### src/rtl/ascii_num_parser.sv
// Streaming ASCII decimal/hex number parser with optional sign.
// One character per beat in, one binary result per number out.
module ascii_num_parser #(
    parameter int MAX_DIGITS = 10,
    parameter int OUT_W      = 32,
    parameter bit SIGNED_EN  = 1'b1
) (
    input  logic             clk,
    input  logic             rst_n,
    input  logic             s_valid,
    output logic             s_ready,
    input  logic [7:0]       s_data,
    input  logic             s_last,
    input  logic             mode_hex,
    output logic             m_valid,
    input  logic             m_ready,
    output logic [OUT_W-1:0] m_data,
    output logic             m_err,
    output logic             m_ovf,
    output logic             busy
);

    localparam int AW = OUT_W + 5;
    localparam int CW = $clog2(MAX_DIGITS + 1);

    localparam logic [AW-1:0] ONE   = AW'(1);
    localparam logic [AW-1:0] LIM_U = (ONE << OUT_W) - ONE;
    localparam logic [AW-1:0] LIM_P = (ONE << (OUT_W - 1)) - ONE;
    localparam logic [AW-1:0] LIM_N = ONE << (OUT_W - 1);

    typedef enum logic [1:0] {
        IDLE,
        ACCUM,
        OUTPUT
    } state_t;

    state_t          state_q, state_d;
    logic [AW-1:0]   acc_q, acc_d;
    logic [CW-1:0]   cnt_q, cnt_d;
    logic            hex_q, hex_d;
    logic            neg_q, neg_d;
    logic            err_q, err_d;
    logic            ovf_q, ovf_d;

    logic            first;
    logic            beat;
    logic            c_hex;
    logic            c_neg;
    logic [AW-1:0]   c_acc;
    logic            is_dig;
    logic            is_sign;
    logic [3:0]      dig;
    logic [AW-1:0]   mul;
    logic [AW-1:0]   sum;
    logic [AW-1:0]   lim;
    logic            bad;
    logic [OUT_W-1:0] mag;

    assign first = (state_q == IDLE);
    assign beat  = s_valid && s_ready;

    // On the first beat the stored context is stale; use cleared values.
    assign c_hex = first ? mode_hex : hex_q;
    assign c_neg = first ? 1'b0 : neg_q;
    assign c_acc = first ? '0 : acc_q;

    assign is_sign = first && SIGNED_EN &&
                     (s_data == 8'h2D || s_data == 8'h2B);

    always_comb begin
        is_dig = 1'b0;
        dig    = '0;
        unique case (1'b1)
            (s_data >= 8'h30 && s_data <= 8'h39): begin
                is_dig = 1'b1;
                dig    = 4'(s_data - 8'h30);
            end
            (c_hex && s_data >= 8'h61 && s_data <= 8'h66): begin
                is_dig = 1'b1;
                dig    = 4'(s_data - 8'h57);
            end
            (c_hex && s_data >= 8'h41 && s_data <= 8'h46): begin
                is_dig = 1'b1;
                dig    = 4'(s_data - 8'h37);
            end
            default: ;
        endcase
    end

    assign mul = c_hex ? (c_acc << 4)
                       : ((c_acc << 3) + (c_acc << 1));
    assign sum = mul + AW'(dig);
    assign lim = c_neg     ? LIM_N :
                 SIGNED_EN ? LIM_P : LIM_U;

    always_comb begin
        state_d = state_q;
        acc_d   = acc_q;
        cnt_d   = cnt_q;
        hex_d   = hex_q;
        neg_d   = neg_q;
        err_d   = err_q;
        ovf_d   = ovf_q;
        unique case (state_q)
            IDLE, ACCUM: begin
                if (beat) begin
                    acc_d = c_acc;
                    hex_d = c_hex;
                    neg_d = c_neg;
                    err_d = first ? 1'b0 : err_q;
                    ovf_d = first ? 1'b0 : ovf_q;
                    cnt_d = first ? '0 : cnt_q;
                    if (is_sign) begin
                        neg_d = (s_data == 8'h2D);
                    end else if (is_dig) begin
                        // Count saturates at MAX_DIGITS; any digit past it is an error.
                        if (cnt_d == CW'(MAX_DIGITS))
                            err_d = 1'b1;
                        else
                            cnt_d = cnt_d + 1'b1;
                        if (!ovf_d) begin
                            if (sum > lim)
                                ovf_d = 1'b1;
                            else
                                acc_d = sum;
                        end
                    end else begin
                        err_d = 1'b1;
                    end
                    state_d = s_last ? OUTPUT : ACCUM;
                end
            end
            OUTPUT: begin
                if (m_ready)
                    state_d = IDLE;
            end
            default: state_d = IDLE;
        endcase
    end

    always_ff @(posedge clk or negedge rst_n) begin
        if (!rst_n) begin
            state_q <= IDLE;
            acc_q   <= '0;
            cnt_q   <= '0;
            hex_q   <= 1'b0;
            neg_q   <= 1'b0;
            err_q   <= 1'b0;
            ovf_q   <= 1'b0;
        end else begin
            state_q <= state_d;
            acc_q   <= acc_d;
            cnt_q   <= cnt_d;
            hex_q   <= hex_d;
            neg_q   <= neg_d;
            err_q   <= err_d;
            ovf_q   <= ovf_d;
        end
    end

    assign s_ready = (state_q != OUTPUT);
    assign m_valid = (state_q == OUTPUT);
    assign busy    = (state_q != IDLE);

    assign bad   = err_q || (cnt_q == '0);
    assign mag   = acc_q[OUT_W-1:0];
    assign m_err = m_valid && bad;
    assign m_ovf = m_valid && ovf_q;

    always_comb begin
        m_data = '0;
        if (m_valid && !bad && !ovf_q)
            m_data = neg_q ? (~mag + 1'b1) : mag;
    end

endmodule

### config.mk
export PLATFORM = sky130hd
export DESIGN_NAME = ascii_num_parser
export DESIGN_NICKNAME = d
export VERILOG_FILES = /design/src/rtl/ascii_num_parser.sv
export SDC_FILE = /design/constraint.sdc
export NUM_CORES = 1
export LEC_CHECK = 0
export BUFFER_PORTS_ARGS = -buffer_cell sky130_fd_sc_hd__buf_4
export CORE_AREA = 2 2 147 149
export DETAILED_ROUTE_END_ITERATION = 7
export DIE_AREA = 0 0 149 151
export GPL_TIMING_DRIVEN = 0
export HOLD_SLACK_MARGIN = 0.05
export PLACE_DENSITY = 0.54
export SYNTH_ARGS = -nofsm -noshare
export SYNTH_HDL_FRONTEND = slang
export SYNTH_SLANG_ARGS = --single-unit
### constraint.sdc
create_clock -name clk -period 9.75 [get_ports clk]
set_input_delay 1.4625 -clock clk [delete_from_list [all_inputs] [get_ports clk]]
set_output_delay 1.4625 -clock clk [all_outputs]
set_load 0.005 [all_outputs]
==> flow_metrics.tcl <==
set metrics [dict create \
    status "finished clean" \
    finalCriticalPeriod_ns 9.217 \
    htree_levels 2 \
    syn_area_per_cell_um2 7.191 \
    firstDrtPassIters 5 \
    cp_max_fo 10 \
    power.leakage_nw 3.830 \
    yosysTopAreaCell "dfrtp_1" \
    ys_top_cells_by_area "dfrtp_1, ha_1, nand2_1, nor2_1, xnor2_1" \
    setup_viol 0 \
    synth_area_um2 8234 \
    drv_cap 0 \
    path_clk_slew_ns 0.07 \
    ir_drop_uv 76.83 \
    worst_setup_path_end_kind "flop" \
    dp_slack_ns 0.1882 \
    ys.warnings.count 0 \
    drt-vias-per-instance 6.253 \
    synth_edf_count 0 \
    drive_gt1_share_pct 9.734 \
    io_buffers 50 \
    vias 9236 \
    antenna_found_initial 0 \
    post-dp-hpwl_um 26200 \
    die_x_um 149 \
    fin_ws_ns 0.5332 \
    setup.worst_path.class "input port to flop" \
    totalWireLength_um 32870 \
    syn_inst 1145 \
    final_cells 1477 \
    grt_pass1_wl_um 50180 \
    skew_ns 0.004011 \
    slew_violations 0 \
    area_growth_pct 10.76 \
    ys_seq_area_share_pct 13.98 \
    tritoncts "built" \
    cts-root-buf "clkbuf_16" \
    ios 51 \
    track_usage_pct 28.87 \
    synth.top_cell.area_share_pct 13.98 \
    cpPeakStageDelay_ns 0.59 \
    cts.sinks 46 \
    worstMarginPinSlew_ns 1.067 \
    synth.area.mux_share_pct 1.094 \
    ys_ff_latch 46 \
    grt_pass1_vias 8425 \
    start_util_pct 39.54 \
    worstPathRequired_ns 9.93 \
    wl_per_cell_um 22.26 \
    synth_top_flop_cell "dfrtp_1" \
    synth_top_family_by_area "compound AO/OA/AOI/OAI gates" \
    clockBufferDepth 2 \
    synth_compound_area_share_pct 30.71 \
    hold_viol 0 \
    fin_area_um2 9120 \
    diodes 0 \
    slew_headroom_pct 28.78 \
    async_flop_share_pct 100.0 \
    place.gp.congestion 0.9089 \
    cts_made_buffers 5 \
    ant_nets 0 \
    dieArea_um2 22500 \
    synth-xor-area-share_pct 9.330 \
    grt_max_degree 47 \
    startpoint_type "input port" \
    synth.distinct_cells 90 \
    drt_iter0_drc 673 \
    power_density_nw_per_um2 127.6 \
    fill_cells 2243 \
    fin_nets 1280 \
    synthesis.nets 1224 \
    synth_adder_area_share_pct 10.21 \
    maxClockFrequency_ghz 0.1085 \
    period_share_pct 94.53 \
    route.detailed.drc 0 \
    insertion_delay_ns 0.30 \
    dp.cells 1470 \
    hp-class "flop to flop" \
    tns_ns 0 \
    slowest_stage "clkbuf_1" \
    place_area_um2 8954 \
    die_h_um 151 \
    synth-simple-area-share_pct 28.60 \
    rows 53 \
    grt_overflow 0 \
    grt_setup_unrepaired "false" \
    critPathArrivalTime_ns 9.40 \
    coreArea_um2 20820 \
]
==> cells in the mapped netlist, types with 7 or more instances <==
master,n
a211o_1,9
a211oi_1,16
a21o_1,14
a21oi_1,71
a221oi_1,7
a22o_1,29
a31oi_1,9
and2_1,36
and3_1,15
and4_1,8
buf_2,22
clkbuf_1,48
dfrtp_1,46
ha_1,64
inv_1,33
mux2i_1,9
nand2_1,121
nand2b_1,15
nand3_1,33
nand4_1,17
nor2_1,113
nor2b_1,13
nor3_1,32
nor4_1,9
o211ai_1,23
o21a_1,16
o21ai_0,66
o21ai_1,14
o31ai_1,16
or3_1,10
xnor2_1,42
xor2_1,42
==> layout make-up <==
| type | count | area (µm²) | share of cell area [%] |
|---|---|---|---|
| clock inverters | 2 | 12.51 | 0.1372 |
| inverters | 35 | 131.4 | 1.441 |
| multi-input cells | 985 | 6600 | 72.37 |
| plain buffers | 78 | 366.6 | 4.020 |
| clock buffers | 6 | 138.9 | 1.523 |
| repair buffers | 50 | 375.4 | 4.116 |
| flip-flops and latches | 46 | 1151 | 12.62 |
| well taps | 275 | 344.1 | 3.773 |
==> worst paths after layout <==
path / from / to / slack [ns] / depth (start not counted)
worst min-delay path: acc_q[34] / acc_q[34] / 0.49 / 1
worst max register to register: state_q[0] / acc_q[10] / 0.71 / 33
min in group asynchronous: rst_n / acc_q[5] / 1.20 / 1
worst min register to register: acc_q[34] / acc_q[34] / 0.49 / 1
max in group asynchronous: rst_n / acc_q[34] / 8.10 / 1
worst max-delay path: mode_hex / acc_q[10] / 0.53 / 30
==> what timing repair did <==
item                       in CTS  in global routing
resized for setup               0                  5
setup endpoints to repair       0                 36
hold buffers                    0                  0
buffers inserted                0                  0
==> placed cells by master (no fill, tap or decap), drive strengths merged, types with 8 or more instances in the layout <==
cell and n:
ha 64, clkbuf 53, inv 35, nand2 121, nand4 17, nor4 10, o211ai 24, o21ai 81
a22o 29, nor2 113, or3 12, xnor2 43, o31ai 16, dfrtp 46, nand3 33, a21o 14
xor2 43, o21a 16, mux2i 9, and4 8, a31oi 9, nor2b 13, and2 36, nand2b 15
nor3 33, a211o 9, a21oi 73, or4 9, buf 81, a221oi 8, a211oi 19, and3 15
==> power by group <==
group,switching [mW],internal (mW)
sequential,0.0386,0.218
combinational,0.497,0.223
clock,0.0843,0.102
total,0.620,0.544
==> critical path: cells and delay by family <==
| kind | cells | cell delay, ns |
|---|---|---|
| compound gates | 14 | 3.09 |
| simple gates | 8 | 2.13 |
| buf+inv | 5 | 1.96 |
| fa+ha+maj | 2 | 0.48 |
| xor+xnor | 1 | 0.24 |
==> stage by stage <==
| stage | util (%) | total power, mW | hold slack (ns) |
|---|---|---|---|
| global route | 43.80 | 1.231 | 0.5218 |
| CTS | 43.73 | 1.149 | 0.4967 |
| floorplan | - | 0.7286 | 0.4442 |
| detailed placement | 43.00 | 0.9610 | 0.4815 |
| global placement | 43.00 | 0.9600 | 0.4699 |
| finish | 43.80 | 1.164 | 0.4914 |
==> per-layer routing <==
layer,part of all wire (%),GRT usage [%],vias to the layer above
li1,-,-,4355
met1,46,40.14,4489
met2,46,47.97,340
met3,5.4,2.590,52
met4,2.7,7.905,0
met5,0,0,-
==> cell families (layout without fill, tap and decap cells) <==
kind of cell | after synthesis | in the layout
compound gates | 358 | 358
fa+ha+maj | 67 | 67
simple gates | 465 | 465
buf+inv | 114 | 171
flops | 46 | 46
xor+xnor | 86 | 86
mux | 9 | 9
==> registers in the layout, indices dropped and copies added, names as in the netlist <==
register and cells:
acc_q 36, state_q 2, hex_q 1, neg_q 1, err_q 1, cnt_q 4, ovf_q 1
No activity file was read; power rests on OpenSTA's default activity.
